--- src/rtl/prewish_pkg.sv ---
// Shared encodings and sizing helpers for the prewish mentor queue.
package prewish_pkg;

  typedef enum logic {
    IN_IDLE = 1'b0,
    IN_HELD = 1'b1
  } in_state_t;

  typedef enum logic [1:0] {
    O_IDLE = 2'b00,
    O_REQ  = 2'b01,
    O_GAP  = 2'b11
  } out_state_t;

  // Occupancy needs one extra bit so that a full queue (level == depth) is representable.
  function automatic int lvl_w(input int depth);
    return $clog2(depth) + 1;
  endfunction

endpackage

--- src/rtl/prewish_fifo.sv ---
// Circular-buffer queue holding {address, data} words between the student side and the bus side.
module prewish_fifo
  import prewish_pkg::*;
#(
  parameter int W     = 10,
  parameter int DEPTH = 4
) (
  input  logic                     CLK_I,
  input  logic                     RST_I,
  input  logic                     push,
  input  logic                     pop,
  input  logic [W-1:0]             din,
  output logic [W-1:0]             dout,
  output logic                     full,
  output logic                     empty,
  output logic [lvl_w(DEPTH)-1:0]  level
);

  localparam int PW = $clog2(DEPTH);
  localparam int LW = lvl_w(DEPTH);

  logic [W-1:0]  mem [DEPTH];
  logic [PW-1:0] wr_ptr;
  logic [PW-1:0] rd_ptr;
  logic          wr_en;
  logic          rd_en;

  assign full  = (level == LW'(DEPTH));
  assign empty = (level == '0);

  // A write into a full queue is only legal when the head leaves in the same cycle;
  // the freed slot is the one the write pointer already points at.
  assign wr_en = push && (!full || pop);
  assign rd_en = pop && !empty;

  assign dout = mem[rd_ptr];

  always_ff @(posedge CLK_I) begin
    if (wr_en) begin
      mem[wr_ptr] <= din;
    end
  end

  always_ff @(posedge CLK_I or negedge RST_I) begin
    if (!RST_I) begin
      wr_ptr <= '0;
      rd_ptr <= '0;
      level  <= '0;
    end else begin
      if (wr_en) begin
        wr_ptr <= PW'(wr_ptr + 1'b1);
      end
      if (rd_en) begin
        rd_ptr <= PW'(rd_ptr + 1'b1);
      end
      case ({wr_en, rd_en})
        2'b10:   level <= LW'(level + 1'b1);
        2'b01:   level <= LW'(level - 1'b1);
        default: level <= level;
      endcase
    end
  end

endmodule

--- src/rtl/prewish_mentor_q.sv ---
// Student strobe capture, queueing and Wishbone classic write replay towards the blinky mask registers.
//
// Input FSM
//   state   | meaning
//   IN_IDLE | waiting for synchronised STB_I rise; capture {ADR_I, DAT_I} on it
//   IN_HELD | word captured; push (or drop on overflow) at synchronised STB_I fall
// Output FSM
//   state   | meaning
//   O_IDLE  | bus quiet; launch a write when the queue holds a word
//   O_REQ   | CYC/STB/WE asserted; pop on ACK_I (or unconditionally without ACK)
//   O_GAP   | one forced idle cycle between consecutive writes
module prewish_mentor_q
  import prewish_pkg::*;
#(
  parameter int DATA_W      = 8,
  parameter int ADDR_W      = 2,
  parameter int DEPTH       = 4,
  parameter int SYNC_STAGES = 2,
  parameter int USE_ACK     = 1
) (
  input  logic                     CLK_I,
  input  logic                     RST_I,
  input  logic                     STB_I,
  input  logic [DATA_W-1:0]        DAT_I,
  input  logic [ADDR_W-1:0]        ADR_I,
  output logic                     CYC_O,
  output logic                     STB_O,
  output logic                     WE_O,
  output logic [ADDR_W-1:0]        ADR_O,
  output logic [DATA_W-1:0]        DAT_O,
  input  logic                     ACK_I,
  output logic                     OVF_O,
  output logic [lvl_w(DEPTH)-1:0]  LVL_O,
  output logic                     o_alive
);

  localparam int W = ADDR_W + DATA_W;

  logic [SYNC_STAGES-1:0] sync_q;
  logic                   prev_q;
  logic                   stb_s;
  logic                   rise;
  logic                   fall;

  in_state_t  in_state;
  out_state_t out_state;
  logic [W-1:0] cap_q;

  logic         push_req;
  logic         push;
  logic         drop;
  logic         pop;
  logic [W-1:0] head;
  logic         fifo_full;
  logic         fifo_empty;

  always_ff @(posedge CLK_I or negedge RST_I) begin
    if (!RST_I) begin
      sync_q <= '0;
      prev_q <= 1'b0;
    end else begin
      sync_q <= {sync_q[SYNC_STAGES-2:0], STB_I};
      prev_q <= sync_q[SYNC_STAGES-1];
    end
  end

  assign stb_s = sync_q[SYNC_STAGES-1];
  assign rise  = stb_s & ~prev_q;
  assign fall  = ~stb_s & prev_q;

  assign pop      = (out_state == O_REQ) && ((USE_ACK == 0) || ACK_I);
  assign push_req = (in_state == IN_HELD) && fall;
  assign push     = push_req && (!fifo_full || pop);
  assign drop     = push_req && fifo_full && !pop;

  always_ff @(posedge CLK_I or negedge RST_I) begin
    if (!RST_I) begin
      in_state <= IN_IDLE;
      cap_q    <= '0;
      OVF_O    <= 1'b0;
      o_alive  <= 1'b1;
    end else begin
      case (in_state)
        IN_IDLE: begin
          if (rise) begin
            cap_q    <= {ADR_I, DAT_I};
            in_state <= IN_HELD;
          end
        end
        IN_HELD: begin
          if (fall) begin
            in_state <= IN_IDLE;
          end
          if (push) begin
            o_alive <= ~o_alive;
          end
          if (drop) begin
            OVF_O <= 1'b1;
          end
        end
        default: in_state <= IN_IDLE;
      endcase
    end
  end

  prewish_fifo #(
    .W     (W),
    .DEPTH (DEPTH)
  ) u_fifo (
    .CLK_I (CLK_I),
    .RST_I (RST_I),
    .push  (push),
    .pop   (pop),
    .din   (cap_q),
    .dout  (head),
    .full  (fifo_full),
    .empty (fifo_empty),
    .level (LVL_O)
  );

  // ADR_O/DAT_O are only loaded on launch so they keep the last written word while idle.
  always_ff @(posedge CLK_I or negedge RST_I) begin
    if (!RST_I) begin
      out_state <= O_IDLE;
      CYC_O     <= 1'b0;
      STB_O     <= 1'b0;
      ADR_O     <= '0;
      DAT_O     <= '0;
    end else begin
      case (out_state)
        O_IDLE: begin
          if (!fifo_empty) begin
            ADR_O     <= head[W-1:DATA_W];
            DAT_O     <= head[DATA_W-1:0];
            CYC_O     <= 1'b1;
            STB_O     <= 1'b1;
            out_state <= O_REQ;
          end
        end
        O_REQ: begin
          if (pop) begin
            CYC_O     <= 1'b0;
            STB_O     <= 1'b0;
            out_state <= O_GAP;
          end
        end
        O_GAP: begin
          out_state <= O_IDLE;
        end
        default: begin
          CYC_O     <= 1'b0;
          STB_O     <= 1'b0;
          out_state <= O_IDLE;
        end
      endcase
    end
  end

  assign WE_O = STB_O;

endmodule

--- config.mk ---
export PLATFORM = sky130hd
export DESIGN_NAME = prewish_mentor_q
export DESIGN_NICKNAME = d
export VERILOG_FILES = /design/src/rtl/prewish_pkg.sv /design/src/rtl/prewish_fifo.sv /design/src/rtl/prewish_mentor_q.sv
export SDC_FILE = /design/constraint.sdc
export NUM_CORES = 1
export LEC_CHECK = 0
export CAP_MARGIN = 20
export CORE_MARGIN = 2
export CORE_UTILIZATION = 50
export DETAILED_ROUTE_END_ITERATION = 8
export GPL_TIMING_DRIVEN = 0
export PLACE_DENSITY = 0.82
export SLEW_MARGIN = 20
export SYNTH_ARGS = -nofsm -noshare
export SYNTH_HDL_FRONTEND = slang
export SYNTH_SLANG_ARGS = --single-unit
--- constraint.sdc ---
create_clock -name CLK_I -period 2.2 [get_ports CLK_I]
set_clock_uncertainty 0.05 [all_clocks]
set_input_delay 0.33 -clock CLK_I [delete_from_list [all_inputs] [get_ports CLK_I]]
set_output_delay 0.33 -clock CLK_I [all_outputs]
set_load 0.01 [all_outputs]
==> implementation parameters <==
Parameter                              Value

STA
  Period utilization    a little over nine tenths
  Post-route setup slack    99.0 ps
  Top achievable clock speed    around 0.48 GHz
  Worst slew slack as a fraction of its limit    a little over half
  Post-route minimum period    approximately 2100 ps
  Number of endpoints with negative hold slack in the final report    0
  Setup violators final    0
  Setup TNS    0 ps
  Final number of max-transition violations    0
  Least-Margin Pin Slew    between 600 and 700 ps

Place
  Routability-driven placement congestion ratio    about 0.71
  Number of port buffers    31
  Estimated wirelength of the detail-placed design    between 3000 and 4000 um
  Total placed instance area    ~3400 sq um
  Post-place setup slack    -321 ps
  Total placed cells including tap cells    between 200 and 300

Drt
  First DRT Iteration DRCs    ~150
  DR WL/cell    16.4 um
  Count of vias placed by the detailed router    1464
  Number of vias per cell after detailed routing    ~5.1
  Post-route antenna net violation count    0
  Number of remaining DRC errors    0
  Total Routed Length    around 4700 um
  Count of TritonRoute iterations in the first routing pass    4

Clock tree
  Maximum buffer depth of the clock tree    2
  Clock Sink Count    76
  Clock tree from TritonCTS    built
  Max H-tree Level    3
  Clock latency at the later pin of the worst-skew pair    between 300 and 400 ps
  Number of clock buffers inserted by TritonCTS    9
  Root buffer selected by CTS    sky130_fd_sc_hd__clkbuf_8
  Post-CTS clock slew at the launch and capture registers of the worst setup and hold paths    roughly 70 ps

Floorplan
  Starting utilization of the core area    a little over half
  Full die area    approximately 6500 sq um
  Number of placement rows    27
  Chip width    80.8 um
  I/O Pins    32
  Core Box Area    roughly 5600 sq um
  Die height    around 80 um

Yosys
  Cell with the most instances after synthesis    sky130_fd_sc_hd__edfxtp_1
  Cell type contributing the most total cell area after synthesis    sky130_fd_sc_hd__edfxtp_1
  Area share of the leading cell type in the synthesized netlist    about two fifths
  Synth cell count leaders    sky130_fd_sc_hd__edfxtp_1 (40), sky130_fd_sc_hd__dfrtp_1 (35), sky130_fd_sc_hd__mux2_2 (21), sky130_fd_sc_hd__inv_1 (8), sky130_fd_sc_hd__mux4_2 (8)
  Top area cells in the synthesized netlist    sky130_fd_sc_hd__edfxtp_1 (41%), sky130_fd_sc_hd__dfrtp_1 (30%), sky130_fd_sc_hd__mux2_2 (8.0%)
  Count of flip-flops with a built-in enable after synthesis    40
  Register bit total from synthesis    76
  Distinct cell type count after synthesis    29
  Synth Area per Inst    approximately 18 sq um
  Share of flip-flops with an asynchronous set or reset after synthesis    approximately 47%
  Post-Syn Nets    180
  Gate count after technology mapping    160
  Netlist area before placement    a little under 3000 sq um
  Sequential element share of the synthesized area    between 70% and 80%
  YS warnings    0
  Most used flip-flop cell after synthesis    sky130_fd_sc_hd__edfxtp_1

Final layout
  Share of final-layout standard cells stronger than drive strength 1    a little under 30%
  Area of the multi-input gates    ~790 sq um
  Layout Nets    between 200 and 250
  FILL cells    between 300 and 400
  Post-route cell area    about 3700 sq um
  Post-route non-filler standard cell count    roughly 290
  Reg area    approximately 2100 sq um
  Synth-to-layout area growth    24.5%
  Total inserted antenna cells    0

Global route
  Largest net degree at the start of global routing    25
  Number of global-route vias before repair    ~1500
  Global-route wire length before repair    7450 um
  Antenna violations before repair    0
  Gr ovfl total    0
  All-Layer GR Usage    around 16%

Pwr
  Total Power Consumption    4710 uW
  Leakage Power    0.00141 uW
  Power density relative to cell area    roughly 1300 nW/um^2
  Highest ir drop seen on vdd    691 uV

Critical path
  Worst endpoint required time    about 2400 ps
  Critical Path AT    ~2300 ps
  Critical path startpoint category    flip-flop
  Critical path capture point type    flip-flop
  Start-to-end type of the worst setup path    flip-flop to flip-flop
  Maximum net fanout on the critical path    5

Min path
  Class of the most critical hold timing path    flip-flop to flip-flop

Outcome
  Status    completed

Run
  MaxCap Viol Count    0
==> cell families after synthesis <==
| logic type | share of synthesized area, % |
|---|---|
| flops | 71.4 |
| simple gates | 3.99 |
| mux | 15.9 |
| compound gates | 1.06 |
| buf+inv | 2.38 |
| fa+ha+maj | 3.14 |
| xor+xnor | 2.08 |
==> per-stage QoR <==
stage               util (%)  hold WS [ps]
global route            65.4           341
finish                  65.4           314
floorplan                  -         -15.6
detailed placement      59.9           194
CTS                     64.7           319
global placement        59.7           285
==> state kept, by name, summed over array words and instances (netlist names), 2 cells and up <==
signal and count:
u_fifo.level 3, cap_q 10, sync_q 2, u_fifo.wr_ptr 2, u_fifo.mem 40, u_fifo.rd_ptr 2
ADR_O 2, out_state 2, DAT_O 8
==> layout by cell type (no fill, tap or decap), types with 4 or more instances in the layout <==
cell | Yosys | layout
sky130_fd_sc_hd__nor2_1 | 7 | 7
sky130_fd_sc_hd__and2_1 | 5 | 4
sky130_fd_sc_hd__xor2_1 | 4 | 4
sky130_fd_sc_hd__ha_1 | 5 | 4
sky130_fd_sc_hd__mux4_2 | 8 | 8
sky130_fd_sc_hd__inv_1 | 8 | 8
sky130_fd_sc_hd__edfxtp_1 | 40 | 40
sky130_fd_sc_hd__dfrtp_1 | 35 | 34
sky130_fd_sc_hd__clkdlybuf4s50_1 | 0 | 30
sky130_fd_sc_hd__mux2_2 | 21 | 21
sky130_fd_sc_hd__clkbuf_8 | 0 | 9
sky130_fd_sc_hd__buf_4 | 2 | 9
==> layout make-up <==
type / instances / area share (%)
multi-input cells: 70 / 21.5
repair buffers: 39 / 10.4
plain buffers: 6 / 1.16
flip-flops and latches: 76 / 57.4
well taps: 72 / 2.46
inverters: 8 / 0.819
clock buffers: 11 / 3.58
clock inverters: 5 / 2.73
==> metal layers <==
layer  wire (um)  GRT usage, %
met2        2570          27.4
met5           0             0
met3         159          4.33
met4          71          8.64
met1        1910          19.4
==> worst paths after layout <==
check                                 from  slack, ps               to  cells after the start
max in group asynchronous            RST_I       1300  u_fifo.level[2]                      3
setup / recovery           u_fifo.level[0]        100  u_fifo.level[2]                      9
hold reg to reg                  sync_q[0]        310        sync_q[1]                      0
hold / removal                   sync_q[0]        310        sync_q[1]                      0
min in group asynchronous            RST_I        360         cap_q[9]                      2
setup reg to reg           u_fifo.level[0]        100  u_fifo.level[2]                      9
==> worst max-delay path: stages (launching register included) <==
cell and delay (ps):
sky130_fd_sc_hd__dfrtp_1 410, sky130_fd_sc_hd__or3_1 380, sky130_fd_sc_hd__buf_4 170, sky130_fd_sc_hd__and2_4 170, sky130_fd_sc_hd__ha_2 190, sky130_fd_sc_hd__inv_1 70, sky130_fd_sc_hd__fa_2 190, sky130_fd_sc_hd__xor2_1 150
sky130_fd_sc_hd__nor2_1 70, sky130_fd_sc_hd__xor2_1 140
==> what timing repair did <==
| item | 4_1_cts | 5_1_grt |
|---|---|---|
| setup endpoints to repair | 1 | 2 |
| gates resized for setup | 2 | 5 |
| buffers inserted | 2 | 4 |
| pin swaps | 0 | 1 |
| hold buffers | 1 | 0 |
| hold endpoints to repair | 11 | 0 |
==> power by group <==
part | switching (uW) | internal [uW] | total, uW | leakage [uW]
combinational | 586 | 839 | 1430 | 0.000507
clock | 475 | 751 | 1230 | 0.000117
sequential | 203 | 1850 | 2060 | 0.000781
No activity file was read; power rests on OpenSTA's default activity.
